File: src/rtl/rat_interrupt_controller.sv
// Multi-source interrupt controller for the RAT MCU: edge capture, mask, fixed-priority
// select, and a request/service handshake with the control unit, all visible on the I/O ports.
module rat_interrupt_controller #(
  parameter int unsigned N_SRC      = 4,
  parameter logic [7:0]  MASK_PORT  = 8'h40,
  parameter logic [7:0]  STAT_PORT  = 8'h41,
  parameter logic [7:0]  CLR_PORT   = 8'h42,
  parameter logic [7:0]  CAUSE_PORT = 8'h43
) (
  input  logic             clk,
  input  logic             RESET,
  input  logic [N_SRC-1:0] IRQ,
  input  logic             INT_ACK,
  input  logic             EOI,
  input  logic [7:0]       PORT_ID,
  input  logic [7:0]       OUT_PORT,
  input  logic             IO_STRB,
  output logic [7:0]       IN_PORT,
  output logic             INTR
);

  typedef enum logic [1:0] {StIdle, StReq, StServ} state_e;

  state_e           state_q, state_d;
  logic [N_SRC-1:0] s1_q, s2_q, s3_q;
  logic [N_SRC-1:0] mask_q, mask_d;
  logic [N_SRC-1:0] pend_q, pend_d;
  logic [N_SRC-1:0] edge_det, active, cause_oh, ack_clr, clr_bits;
  logic [1:0]       cause_q, cause_d, win;
  logic             cause_live, mask_wr, clr_wr;
  logic [7:0]       mask8;
  logic [3:0]       pend4;
  logic             unused_out;

  assign unused_out = ^OUT_PORT;

  assign edge_det = s2_q & ~s3_q;
  assign active   = pend_q & mask_q;
  assign mask_wr  = IO_STRB && (PORT_ID == MASK_PORT);
  assign clr_wr   = IO_STRB && (PORT_ID == CLR_PORT);
  assign clr_bits = clr_wr ? OUT_PORT[N_SRC-1:0] : '0;

  // One-hot view of the frozen cause, built by compare so N_SRC < 4 never indexes out of range.
  always_comb begin
    cause_oh = '0;
    for (int i = 0; i < int'(N_SRC); i++) begin
      if (cause_q == 2'(i)) cause_oh[i] = 1'b1;
    end
  end

  assign cause_live = |(cause_oh & active);

  // Lowest index wins: scan downward so the last hit is the smallest index.
  always_comb begin
    win = '0;
    for (int i = int'(N_SRC) - 1; i >= 0; i--) begin
      if (active[i]) win = 2'(i);
    end
  end

  always_comb begin
    state_d = state_q;
    cause_d = cause_q;
    ack_clr = '0;
    case (state_q)
      StIdle: begin
        if (|active) begin
          state_d = StReq;
          cause_d = win;
        end
      end
      StReq: begin
        if (INT_ACK) begin
          state_d = StServ;
          ack_clr = cause_oh;
        end else if (!cause_live) begin
          state_d = StIdle;
        end
      end
      StServ: begin
        if (EOI) state_d = StIdle;
      end
      default: state_d = StIdle;
    endcase
  end

  // A fresh edge must survive a coincident ack or software clear.
  assign pend_d = (pend_q & ~ack_clr & ~clr_bits) | edge_det;
  assign mask_d = mask_wr ? OUT_PORT[N_SRC-1:0] : mask_q;

  always_ff @(posedge clk or posedge RESET) begin
    if (RESET) begin
      state_q <= StIdle;
      s1_q    <= '0;
      s2_q    <= '0;
      s3_q    <= '0;
      mask_q  <= '0;
      pend_q  <= '0;
      cause_q <= '0;
    end else begin
      state_q <= state_d;
      s1_q    <= IRQ;
      s2_q    <= s1_q;
      s3_q    <= s2_q;
      mask_q  <= mask_d;
      pend_q  <= pend_d;
      cause_q <= cause_d;
    end
  end

  assign INTR = (state_q == StReq);

  always_comb begin
    mask8 = '0;
    pend4 = '0;
    for (int i = 0; i < int'(N_SRC); i++) begin
      mask8[i] = mask_q[i];
      pend4[i] = pend_q[i];
    end
  end

  always_comb begin
    IN_PORT = 8'h00;
    if (PORT_ID == MASK_PORT) begin
      IN_PORT = mask8;
    end else if (PORT_ID == STAT_PORT) begin
      IN_PORT = {state_q == StServ, state_q == StReq, 2'b00, pend4};
    end else if (PORT_ID == CAUSE_PORT) begin
      IN_PORT = {6'b0, cause_q};
    end
  end

endmodule

File: config.mk
export PLATFORM = sky130hd
export DESIGN_NAME = rat_interrupt_controller
export DESIGN_NICKNAME = d
export VERILOG_FILES = /design/src/rtl/rat_interrupt_controller.sv
export SDC_FILE = /design/constraint.sdc
export NUM_CORES = 1
export LEC_CHECK = 0
export CORE_UTILIZATION = 40
export CTS_CLUSTER_SIZE = 8
export DETAILED_ROUTE_END_ITERATION = 7
export PLACE_DENSITY = 0.82
export SETUP_SLACK_MARGIN = 0.1
export SLEW_MARGIN = 20
export SYNTH_ARGS = -nofsm -noshare
export SYNTH_HDL_FRONTEND = slang
export SYNTH_SLANG_ARGS = --single-unit
File: constraint.sdc
create_clock -name clk -period 3.8 [get_ports clk]
set_input_delay 0.38 -clock clk [delete_from_list [all_inputs] [get_ports clk]]
set_output_delay 0.38 -clock clk [all_outputs]
set_load 0.01 [all_outputs]
==> implementation parameters, run 1 <==
Parameter                              Value

STA
  Highest achievable clock rate    between 300 and 400 MHz
  Slew at the pin closest to its max-slew limit    between 0.8 and 0.9 ns
  Period utilisation layout    0.693
  RSZ-0062 raised after global routing    false
  Final-report hold violation count    0
  Worst slew margin    0.423
  Largest clock skew in the final design    around 0.0023 ns
  Summed negative setup slack over all endpoints    0 ns
  Final setup fails    0
  Final worst path period need    approximately 2.6 ns
  Final max-slew violation count    0

Finish
  Most used cells in the layout excluding fill and tap cells    sky130_fd_sc_hd__clkdlybuf4s50_1 (27), sky130_fd_sc_hd__dfrtp_1 (24), sky130_fd_sc_hd__nand2_1 (12), sky130_fd_sc_hd__nor2_1 (9)
  Fraction of final layout cells with drive strength greater than 1    0.121
  Most common cell after layout, fill and taps aside    sky130_fd_sc_hd__clkdlybuf4s50_1
  Finished Core Util    0.566
  Number of antenna diodes    0
  Synthesis-to-layout area growth    31.2%
  Final-stage net count    150

Critical path
  Kind of end point of the critical path    output pin
  Flop2flop setup slack    between 2 and 2.5 ns
  Worst Reg-to-Reg Cells    2
  Worst reg2reg startpoint    cause_q[0]$_DFFE_PP0P_
  Terminus of the critical flop-to-flop path    state_q[0]$_DFFE_PP0P_
  WS Path Type    input port to output pin
  Maximum fanout along the worst path    9
  WP data required    3.42 ns
  Arrival @ worst endpoint    2.26 ns
  Crit start category    input port

Global route
  Overall routing resource usage    0.178
  Wire length of the first global-routing pass    3.68 mm
  Gr ovfl total    0
  Via count of the first global-routing pass    approximately 870
  Number of antenna violations at the first check in global routing    0
  Maximum number of pins on one net before global-route repair    25

Clock tree
  Number of sinks driven by the clock tree    24
  Reg clk slew, reported paths    0.12 ns
  Number of buffers inserted during clock tree synthesis    3
  Depth of the CTS H-tree    1
  Worst-skew pair later-pin latency    0.31 ns
  Max clock buf depth    2
  Buffers inserted during post-CTS setup optimization    0
  CTS tree    yes
  Cts hold-fix bufs    0
  Resize count post-CTS    0
  Library cell used as clock root buffer    sky130_fd_sc_hd__clkbuf_4

Run status
  Run status    complete, no violations

Die
  Die boundary height    ~54 µm
  Die Wd    53.9 µm
  Number of placement rows    18
  Number of I/O pins    34
  Std-Cell Core Area    between 2000 and 2500 µm²
  Area of the die    a little under 3000 µm²
  Initial cell density of the core    0.431

Place
  Buffers on Ports    27
  Post-DP HPWL    around 1.6 mm
  Routability congestion estimate    between 0.9 and 1

Route
  Top layer reached by signal wires    met4
  Routed length on met1    about 860 µm
  Total length of routed wires    between 2 and 2.5 mm
  Average vias per placed instance    5.51
  Remaining antenna violation count    0
  DR pass1 iterations    4
  Met3 wire length    between 150 and 200 µm
  Detailed-route DRC error count    0
  Routed met2 length    a little over 1 mm
  Wire length per cell    ~13 µm
  Number of DRC markers in iteration 0    18
  Total vias in the final route    between 800 and 900

Synth
  Cell types with the largest area share after synthesis    sky130_fd_sc_hd__dfrtp_1 (56%), sky130_fd_sc_hd__mux2_2 (7.3%), sky130_fd_sc_hd__nand2_1 (4.2%), sky130_fd_sc_hd__nor2_1 (3.1%), sky130_fd_sc_hd__o22ai_1 (2.9%)
  Post-synth design cell area    roughly 1100 µm²
  Count of state elements after synthesis    24
  Distinct cell type count of the synthesized netlist    25
  Share of the yosys chip area belonging to registers    0.557
  Number of warnings printed during yosys synthesis    0
  Gate count after technology mapping    97
  Average instance area after synthesis    around 11 µm²
  Top cell type by total area after synthesis    sky130_fd_sc_hd__dfrtp_1
  Proportion of netlist area held by the largest area contributor    0.557

Worst hold path
  Worst Hold Endpoint    s2_q[1]$_DFF_PP0_
  Worst hold path stage count    0
  Min-Delay Path Class    flip-flop to flip-flop
  Startpoint of the most critical hold path    s1_q[1]$_DFF_PP0_

Power
  Ratio of total power to cell area    422 nW/µm²
  Worst IR Drop VDD    around 0.28 mV
  Reported leakage power    approximately 0.6 nW

Flow run
  Max-capacitance violation count    0
[metrics by stage]
step / hold WS (ns) / setup slack, ns / total power, mW / instance area (µm²) / instances
2_1_floorplan: 0.331 / 2.22 / 0.375 / 1080 / 98
3_5_place_dp: 0.337 / 1.17 / 0.419 / 1360 / 150
4_1_cts: 0.367 / 1.15 / 0.598 / 1410 / 154
3_3_place_gp: 0.333 / 1.23 / 0.413 / 1360 / 150
6_report: 0.364 / 1.16 / 0.597 / 1410 / 154
5_1_grt: 0.376 / 1.09 / 0.624 / 1410 / 154
[worst max path at each step]
stage / startpoint / end / slack, ns / cells after the start
floorplan: PORT_ID[3] / mask_q[0]$_DFFE_PP0P_ / 2.22 / 4
global placement: PORT_ID[1] / IN_PORT[0] / 1.23 / 5
detailed placement: PORT_ID[1] / IN_PORT[0] / 1.17 / 5
CTS: PORT_ID[1] / IN_PORT[0] / 1.15 / 5
global route: PORT_ID[1] / IN_PORT[0] / 1.09 / 5
finish: PORT_ID[1] / IN_PORT[0] / 1.16 / 5
[synth_stat cells]
library cell,instances
sky130_fd_sc_hd__buf_4,2
sky130_fd_sc_hd__nor3_1,5
sky130_fd_sc_hd__o21ai_0,3
sky130_fd_sc_hd__nand2b_1,1
sky130_fd_sc_hd__dfrtp_1,24
sky130_fd_sc_hd__clkbuf_2,1
sky130_fd_sc_hd__mux2_2,7
sky130_fd_sc_hd__inv_1,7
sky130_fd_sc_hd__clkbuf_1,2
sky130_fd_sc_hd__o22ai_1,5
sky130_fd_sc_hd__nand4b_1,1
sky130_fd_sc_hd__nor3_4,1
sky130_fd_sc_hd__mux2i_1,2
sky130_fd_sc_hd__nand3_1,2
sky130_fd_sc_hd__nor2_1,9
sky130_fd_sc_hd__o41ai_1,3
sky130_fd_sc_hd__nand3b_4,1
sky130_fd_sc_hd__mux4_2,1
sky130_fd_sc_hd__nand2_1,12
sky130_fd_sc_hd__nand4_1,1
sky130_fd_sc_hd__a21boi_0,1
sky130_fd_sc_hd__conb_1,1
sky130_fd_sc_hd__a22oi_1,2
sky130_fd_sc_hd__a21oi_1,2
sky130_fd_sc_hd__nor4_4,1
[cell families after synthesis]
logic type	count (synthesis)	synth area share
other	1	0.00348
muxes	10	0.113
buffers and inverters	12	0.0499
DFF	24	0.557
and+or+nand+nor	34	0.179
AOI/OAI and AO/OA	16	0.0976
[power by group]
group,leakage [nW],total (mW),internal [mW],switching [mW]
logic,0.294,0.106,0.0562,0.0497
registers,0.284,0.309,0.282,0.0274
clock network,0.0279,0.182,0.107,0.0753
[routing by layer]
metal	up-vias	global-route usage
met2	46	0.290
met4	0	0.0921
met5	-	0
li1	396	-
met1	404	0.227
met3	2	0.0254
[critical path: stages]
cell                              delay (ns)
sky130_fd_sc_hd__clkdlybuf4s50_1        0.72
sky130_fd_sc_hd__mux2_2                 0.39
sky130_fd_sc_hd__a22oi_1                0.20
sky130_fd_sc_hd__nor2_1                 0.07
sky130_fd_sc_hd__clkdlybuf4s50_1        0.48
[state kept, by name, summed over array words and instances, names as in the netlist]
signal,flops
pend4,4
s2_q,4
mask_q,4
s1_q,4
cause_q,2
state_q,2
s3_q,4
[area by class of cell]
type / instances / area (µm²)
Fill cell: 224 / 1090
Sequential cell: 24 / 601
Multi-Input combinational cell: 62 / 427
Timing Repair Buffer: 27 / 270
Tap cell: 30 / 37.5
Clock inverter: 1 / 30.0
Inverter: 7 / 26.3
Clock buffer: 3 / 22.5
Note: power is estimated with default switching activity, not from simulation.
==> run 2, diff against run 1 <==
PLACE_DENSITY = 0.84   (was 0.82)
clock period = 2.2 ns   (was 3.8 ns; I/O delays follow)
==> run 2 against run 1 <==
Effect of this change:
- sequential power is 73% higher
- power grew 74%
- critical path depth grew 1
- via count shrank 1.5%
- core utilization increased by 1.9 points
- routed wire length up 2.3%
- flip-flop and latch count did not move
- global-route usage about the same
- non-clock buffer count increased by 5
- sequential share of layout area decreased by 1.4 points
- clock skew increased by 0.0028 ns
==> implementation parameters, run 2 (same netlist as run 1, synthesis figures left out) <==
Parameter                              Value

STA
  Final-report hold violation count    0 (unchanged)
  Highest achievable clock rate    between 500 and 600 MHz
  Final setup fails    0 (unchanged)
  Final worst path period need    roughly 1.9 ns
  Largest clock skew in the final design    0.00509 ns (was 0.00225 ns)
  Worst Slack Setup Final    0.336 ns (was 1.16 ns)
  Final hold slack    0.222 ns (was 0.364 ns)
  Summed negative setup slack over all endpoints    0 ns (unchanged)
  Final max-slew violation count    0 (unchanged)
  RSZ-0062 raised after global routing    false (unchanged)
  Period utilisation layout    0.847

Global route
  Overall routing resource usage    0.178 (about the same)
  Wire length of the first global-routing pass    3.58 mm (was 3.68 mm)
  Maximum number of pins on one net before global-route repair    25 (unchanged)
  Number of antenna violations at the first check in global routing    0 (unchanged)
  Gr ovfl total    0 (unchanged)
  Via count of the first global-routing pass    831 (was 869)

Finish
  Filler-free cell count of the finished design    159 (was 154)
  Finished Core Util    0.585 (was 0.566)
  Final-stage net count    155 (was 150)
  Most used cells in the layout excluding fill and tap cells    sky130_fd_sc_hd__dfrtp_1 (24), sky130_fd_sc_hd__clkdlybuf4s50_1 (20), sky130_fd_sc_hd__nand2_1 (12), sky130_fd_sc_hd__nor2_1 (9) (was sky130_fd_sc_hd__clkdlybuf4s50_1 (27), sky130_fd_sc_hd__dfrtp_1 (24), sky130_fd_sc_hd__nand2_1 (12), sky130_fd_sc_hd__nor2_1 (9))
  Most common cell after layout, fill and taps aside    sky130_fd_sc_hd__dfrtp_1 (was sky130_fd_sc_hd__clkdlybuf4s50_1)
  Finished Cell Area    1460 µm² (was 1410 µm²)
  Number of antenna diodes    0 (unchanged)
  Synthesis-to-layout area growth    35.7% (was 31.2%)
  Fraction of final layout cells with drive strength greater than 1    0.155 (was 0.121)

Critical path
  Worst Reg-to-Reg Cells    2 (unchanged)
  Kind of end point of the critical path    output pin (unchanged)
  Delay of the slowest cell on the worst path    0.44 ns (was 0.72 ns)
  Arrival @ worst endpoint    1.64 ns (was 2.26 ns)
  Flop2flop setup slack    0.79 ns (was 2.40 ns)
  Crit start category    input port (unchanged)
  Crit-path slowest cell    sky130_fd_sc_hd__clkdlybuf4s50_1 (unchanged)
  WP data required    1.98 ns (was 3.42 ns)
  Terminus of the critical flop-to-flop path    state_q[0]$_DFFE_PP0P_ (unchanged)
  WS Path Type    input port to output pin (unchanged)
  Worst setup path startpoint    PORT_ID[3] (was PORT_ID[1])
  Largest delay share family, worst path    buffers and inverters (unchanged)
  Maximum fanout along the worst path    4 (was 9)
  Combined buffer and inverter count along the critical path    3 (was 2)
  Worst reg2reg startpoint    cause_q[0]$_DFFE_PP0P_ (unchanged)
  Cell-by-cell trace of the critical path    clkdlybuf4s50_1, nor4_4, buf_4, nand3b_4, nor2_1, dlygate4sd2_1 (was clkdlybuf4s50_1, mux2_2, a22oi_1, nor2_1, clkdlybuf4s50_1)

Worst hold path
  Min-Delay Path Class    input port to async pin (was flip-flop to flip-flop)

Route
  Average vias per placed instance    5.25 (was 5.51)
  DR pass1 iterations    4 (unchanged)
  Remaining antenna violation count    0 (unchanged)
  Total length of routed wires    2.09 mm (was 2.05 mm)
  Total vias in the final route    835 (was 848)
  Detailed-route DRC error count    0 (unchanged)
  Wire length per cell    13.2 µm (was 13.3 µm)
  Number of DRC markers in iteration 0    7 (was 18)

Clock tree
  Number of sinks driven by the clock tree    24 (unchanged)
  Max clock buf depth    2 (unchanged)
  CTS tree    yes (unchanged)
  Library cell used as clock root buffer    sky130_fd_sc_hd__clkbuf_4 (unchanged)
  Reg clk slew, reported paths    0.13 ns (was 0.12 ns)
  Cts hold-fix bufs    0 (unchanged)
  Number of buffers inserted during clock tree synthesis    3 (unchanged)
  Worst-skew pair later-pin latency    0.32 ns (was 0.31 ns)
  Depth of the CTS H-tree    1 (unchanged)

Power
  Power consumption    1.04 mW (was 0.597 mW)
  Worst IR Drop VDD    0.586 mV (was 0.282 mV)
  Ratio of total power to cell area    709 nW/µm² (was 422 nW/µm²)
  Reported leakage power    0.723 nW (was 0.605 nW)

Die
  Number of I/O pins    34 (unchanged)
  Area of the die    2900 µm² (unchanged)
  Number of placement rows    18 (unchanged)
  Die Wd    53.9 µm (unchanged)
  Die boundary height    53.9 µm (unchanged)
  Initial cell density of the core    0.431 (unchanged)
  Std-Cell Core Area    2500 µm² (unchanged)

Place
  Minimum setup slack after placement    0.0322 ns (was 1.17 ns)
  Post-place instance area    1390 µm² (was 1360 µm²)
  Routability congestion estimate    0.873 (was 0.902)
  DP Cell Count    154 (was 150)
  Post-DP HPWL    1.64 mm (was 1.56 mm)
  Buffers on Ports    27 (unchanged)

Flow run
  Max-capacitance violation count    0 (unchanged)

Run status
  Run status    complete, no violations (unchanged)
run 2: cell count changes in the layout (fill, tap and decap cells not counted), sizes merged:
cell | before | now
dlygate4sd2 | 0 | 2
dlymetal6s2s | 0 | 5
buf | 0 | 5
clkdlybuf4s50 | 27 | 20
run 2: worst min-delay path, delay by kind of cell:
kind                   cells  cell delay, ns
buffers and inverters      3            0.72
run 2: power by group:
part / leakage (nW) / switching, mW / internal (mW)
Combinational: 0.412 / 0.0834 / 0.101
Sequential: 0.284 / 0.0477 / 0.486
Clock: 0.0279 / 0.134 / 0.184
Total: 0.723 / 0.265 / 0.771
run 2: cell type report:
type / instances / area (µm²)
fill: 217 / 1040
sequential: 24 / 601
multi-input combinational: 62 / 427
timing repair buffer: 32 / 318
tap: 30 / 37.5
clock inverter: 1 / 30.0
inverter: 7 / 26.3
clock buffer: 3 / 22.5
run 2: repair_timing:
item / in CTS / in global routing
setup endpoints to repair: 4 / 4
cloned: 0 / 0
gates resized for setup: 2 / 5
pin swaps: 1 / 1
buffers inserted: 1 / 0
run 2: routing by layer:
layer | part of all wire | track usage | vias up
met5 | 0 | 0 | -
met4 | 0 | 0.0263 | 0
met3 | 0.064 | 0.0621 | 0
met2 | 0.52 | 0.323 | 25
met1 | 0.41 | 0.203 | 411
li1 | - | - | 399
run 2: worst max-delay path by stage:
stage / end / slack [ns] / depth (start not counted)
after floorplan: mask_q[0]$_DFFE_PP0P_ / 0.78 / 4
after global placement: IN_PORT[6] / 0.06 / 5
after detailed placement: IN_PORT[6] / 0.03 / 5
after CTS: IN_PORT[2] / 0.08 / 6
after global routing: IN_PORT[0] / 0.24 / 6
final: IN_PORT[1] / 0.34 / 6
==> variant 1: new RTL, config.mk and constraints of run 2 <==
The parameter `N_SRC` goes from 4 to 8. Comments in the files are not updated.
--- a/src/rtl/rat_interrupt_controller.sv
+++ b/src/rtl/rat_interrupt_controller.sv
@@ -1,7 +1,7 @@
 // Multi-source interrupt controller for the RAT MCU: edge capture, mask, fixed-priority
 // select, and a request/service handshake with the control unit, all visible on the I/O ports.
 module rat_interrupt_controller #(
-  parameter int unsigned N_SRC      = 4,
+  parameter int unsigned N_SRC      = 8,
   parameter logic [7:0]  MASK_PORT  = 8'h40,
   parameter logic [7:0]  STAT_PORT  = 8'h41,
   parameter logic [7:0]  CLR_PORT   = 8'h42,
Ports: changed (resized IRQ); port bits go from 34 to 38. No check against the original RTL was run, so the function may have changed too.
==> variant 1 against run 2 <==
Sequential power is 91% higher; wire length increased by 81%; total power increased by 90%; sequential share of layout area is 4.8 points higher; setup slack lost 0.15 ns; first-iteration DRC count increased to 11 times the old value; final area rose by 64%; die area up 64%; clock skew up 0.0024 ns; synthesized area rose by 67%; global-route usage down 0.51 points; sequential cell count increased by 20; largest cell class unchanged.
==> variant 1: results (changes against run 2) <==
Status - finished, final reports clean
Largest net degree at the start of global routing - 45 (+80%)
Worst skew pair latency - 0.29 ns (-0.03 ns)
Layout Nets - 220 (+42%)
Top cells by count, synth - dfrtp_1 (44), mux2_2 (12), a32o_1 (11), inv_1 (10), nand4_1 (10)
Flop2flop setup slack - 0.66 ns (-0.13 ns)
FILL cells - 373 (+72%)
Library cells used by synthesis - 30 (+20%)
GR Layer Usage met1 - 22.7% (+2.5 points)
Peak VDD IR - 0.543 mV (-7.4%)
Post-DP HPWL - 2670 um (+63%)
R2r endpoint - pend_q[6]$_DFF_PP0_
GRT Overall Usage - 17.3% (-0.51 points)
Avg Cell Area, Syn - 12.6 um^2 (+13%)
GR Layer Usage met3 - 4.68% (-1.5 points)
Vias post-DR - 1324 (+59%)
Met2 usage in global routing - 27.3% (-5.0 points)
Post-CTS Setup Bufs - 3 (+2)
H-tree depth - 2 (+1)
LEAKAGE - 1.08 nW (+50%)
WP data arrival - 1.79 ns (+0.15 ns)
Gpl congestion - 0.872 (-0.11%)
Total CTS buffers - 5 (+2)
Switching Fraction - 26.5% (+0.89 points)
Hold WC Path Type - register to register
Crit path max fanout - 2 (-2)
WL final - 3780 um (+81%)
First-pass GRT wire length - 6420 um (+79%)
Seq/Total Area, Yosys - 61.2% (+5.4 points)
Hold WS - 0.349 ns (+0.127 ns)
Worst slack, placed - -0.0274 ns (-0.0596 ns)
Placed insts - 232 (+51%)
Top cells by area, synth - dfrtp_1 (61%), mux2_2 (7.5%), a32o_1 (6.1%)
Worst reg-to-reg path cell count - 3 (+1)
HP Start - s1_q[5]$_DFF_PP0_
Post-cts gate resize count - 9 (+7)
1st-iter DRT viols - 78 (+71)
Uppermost layer routed - met4
Wl on met1 - 1700 um (+97%)
Worst-path clk slew - 0.07 ns (-0.06 ns)
Root Driver - clkbuf_8
DR vias/cell - 5.43 (+3.3%)
Share of layout cells above drive strength 1 - 18.8% (+3.2 points)
Vias in the first global route - 1343 (+62%)
Port Buffers - 37 (+37%)
Wire length on met2 - 1840 um (+68%)
Detail Route met3 WL - 178 um (+32%)
Final worst clock skew - 0.00747 ns (+0.00239 ns)
Register Area - 1100 um^2 (+83%)
Post-Place Cell Area - 2240 um^2 (+61%)
-- variant 1: worst max path at each step --
| stage | start | end | slack, ns | cells after the start |
|---|---|---|---|---|
| after CTS | PORT_ID[3] | IN_PORT[5] | 0.08 | 5 |
| after floorplan | state_q[1]$_DFFE_PP0P_ | pend_q[6]$_DFF_PP0_ | 0.81 | 3 |
| after global routing | PORT_ID[4] | IN_PORT[7] | 0.06 | 7 |
| after global placement | PORT_ID[3] | IN_PORT[7] | 0.03 | 5 |
| final | PORT_ID[4] | IN_PORT[2] | 0.19 | 7 |
| after detailed placement | PORT_ID[3] | IN_PORT[2] | -0.03 | 5 |
-- variant 1: power groups by stage --
| stage | registers, mW | logic (mW) | clock network, mW |
|---|---|---|---|
| detailed placement | 1.04 | 0.353 | 0 |
| finish | 1.02 | 0.360 | 0.588 |
| floorplan | 0.990 | 0.249 | 0 |
| global placement | 1.03 | 0.347 | 0 |
| global route | 1.04 | 0.396 | 0.639 |
| CTS | 1.02 | 0.357 | 0.607 |
-- variant 1: area by class of cell --
| cell class | instances | share of cell area [%] |
|---|---|---|
| Multi-Input combinational cell | 83 | 26.8 |
| Sequential cell | 44 | 45.9 |
| Clock inverter | 2 | 1.46 |
| Tap cell | 52 | 2.71 |
| Inverter | 10 | 1.56 |
| Timing Repair Buffer | 47 | 18.6 |
| Clock buffer | 6 | 3.02 |
-- variant 1: logic make-up after synthesis --
family / after synthesis / synth area share (%)
buf+inv: 16 / 4.17
mux: 15 / 9.18
simple gates: 43 / 14.1
compound gates: 25 / 11.3
flops: 44 / 61.2
-- variant 1: worst max-delay path, delay by kind of cell --
| kind | cells | cell delay [ns] |
|---|---|---|
| AND/OR/NAND/NOR | 3 | 0.53 |
| buffers and inverters | 4 | 1.05 |
==> variant 2: new RTL, settings of run 2 <==
Without the edit above. Register the input `IRQ` before use, with the module's reset. The logic sees it one clock later. The other inputs are not delayed to match.
--- a/src/rtl/rat_interrupt_controller.sv
+++ b/src/rtl/rat_interrupt_controller.sv
@@ -20,6 +20,16 @@
 );
 
   typedef enum logic [1:0] {StIdle, StReq, StServ} state_e;
+
+  logic [N_SRC-1:0] IRQ_q;
+
+  always_ff @(posedge clk or posedge RESET) begin
+    if (RESET) begin
+      IRQ_q <= '0;
+    end else begin
+      IRQ_q <= IRQ;
+    end
+  end
 
   state_e           state_q, state_d;
   logic [N_SRC-1:0] s1_q, s2_q, s3_q;
@@ -99,7 +109,7 @@
       cause_q <= '0;
     end else begin
       state_q <= state_d;
-      s1_q    <= IRQ;
+      s1_q    <= IRQ_q;
       s2_q    <= s1_q;
       s3_q    <= s2_q;
       mask_q  <= mask_d;
Behaviour: not the same (a bounded check fails within 4 cycles, from zero or initial values and one cycle with RESET high).
==> variant 2 against run 2 <==
Clock skew about the same; final area increased by 5.2%; worst hold slack better by 0.0080 ns; sequential cell count rose by 4; via count increased by 1.9%; clock power rose by 3%; synthesized area rose by 11%; largest power group unchanged; wire length rose by 4.5%; setup slack worse by 0.15 ns; largest cell class unchanged; total power up 7.6%; sequential power up 15%.
==> variant 2: results (changes against run 2) <==
Status - finished, final reports clean
CP max-delay cell - or4_4
Top cells by count, synth - dfrtp_1 (28), nand2_1 (11), inv_1 (7), nor2_1 (6), mux2_4 (4)
Slowest stage delay, CP - 0.57 ns (+0.13 ns)
Wl on met1 - 940 um (+8.9%)
Sw power - 265 uW (+0.16%)
Worst reg-to-reg path cell count - 3 (+1)
Flop2flop setup slack - 0.67 ns (-0.12 ns)
Hold WS - 0.230 ns (+0.00803 ns)
Share of layout cells above drive strength 1 - 24.0% (+8.5 points)
R2r endpoint - pend4[2]$_DFF_PP0_
WL final - 2190 um (+4.5%)
WP data arrival - 2.25 ns (+0.61 ns)
1st-iter DRT viols - 18 (+11)
Post-CTS Setup Bufs - 2 (+1)
Post-Place Cell Area - 1490 um^2 (+7.0%)
Largest net degree at the start of global routing - 29 (+16%)
GRT Overall Usage - 15.0% (-2.8 points)
Vias post-DR - 851 (+1.9%)
Post-cts gate resize count - 30 (+28)
Gpl congestion - 0.855 (-2.1%)
Fin crit share - 91.8% (+7.0 points)
Total power - 1.12 mW (+7.6%)
Peak VDD IR - 0.628 mV (+7.1%)
Worst Setup SP - PORT_ID[4]
Post-DP HPWL - 1640 um (-0.24%)
Wire length on met2 - 1080 um (-1.7%)
Power Sequential - 614 uW (+15%)
Vias in the first global route - 871 (+4.8%)
First-pass GRT wire length - 3700 um (+3.3%)
Reg-to-Reg Start - state_q[1]$_DFFE_PP0P_
GR Layer Usage met1 - 18.7% (-1.5 points)
DR vias/cell - 5.32 (+1.3%)
Final worst clock skew - 0.00472 ns (-0.000367 ns)
Top cells by area, synth - dfrtp_1 (59%), mux2_4 (5.0%), nand2_1 (3.5%)
Comb pwr share - 15.8% (-2.0 points)
Uppermost layer routed - met4
Worst Setup EP - mask_q[2]$_DFFE_PP0P_
Detail Route met3 WL - 149 um (+10%)
Library cells used by synthesis - 33 (+32%)
Seq/Total Area, Yosys - 58.8% (+3.0 points)
CP top delay family - simple AND/OR/NAND/NOR gates
GR Layer Usage met3 - 2.53% (-3.7 points)
Met2 usage in global routing - 24.9% (-7.4 points)
==> variant 2: cell count changes after synthesis, sizes merged, moves of 2 or more <==
| cell | change |
|---|---|
| o22ai | -5 |
| buf | +3 |
| o41ai | -2 |
| a32o | +3 |
| nor3 | -4 |
| or4 | +2 |
| nor2 | -3 |
| dfrtp | +4 |
| clkbuf | -2 |
==> variant 2: layout make-up <==
class	count	area, um^2
flip-flops and latches	28	701
fillers	250	1240
clock buffers	3	22.5
clock inverters	1	30.0
multi-input cells	57	432
well taps	31	38.8
inverters	7	26.3
repair buffers	33	288
==> variant 2: logic make-up (layout without fill, tap and decap cells) <==
| family | after synthesis | count (layout) | synth area share (%) |
|---|---|---|---|
| other cells | 1 | 2 | 0.314 |
| simple gates | 31 | 31 | 14.9 |
| mux | 10 | 10 | 11.4 |
| flops | 28 | 28 | 58.8 |
| buf+inv | 13 | 44 | 6.09 |
| compound gates | 14 | 14 | 8.50 |
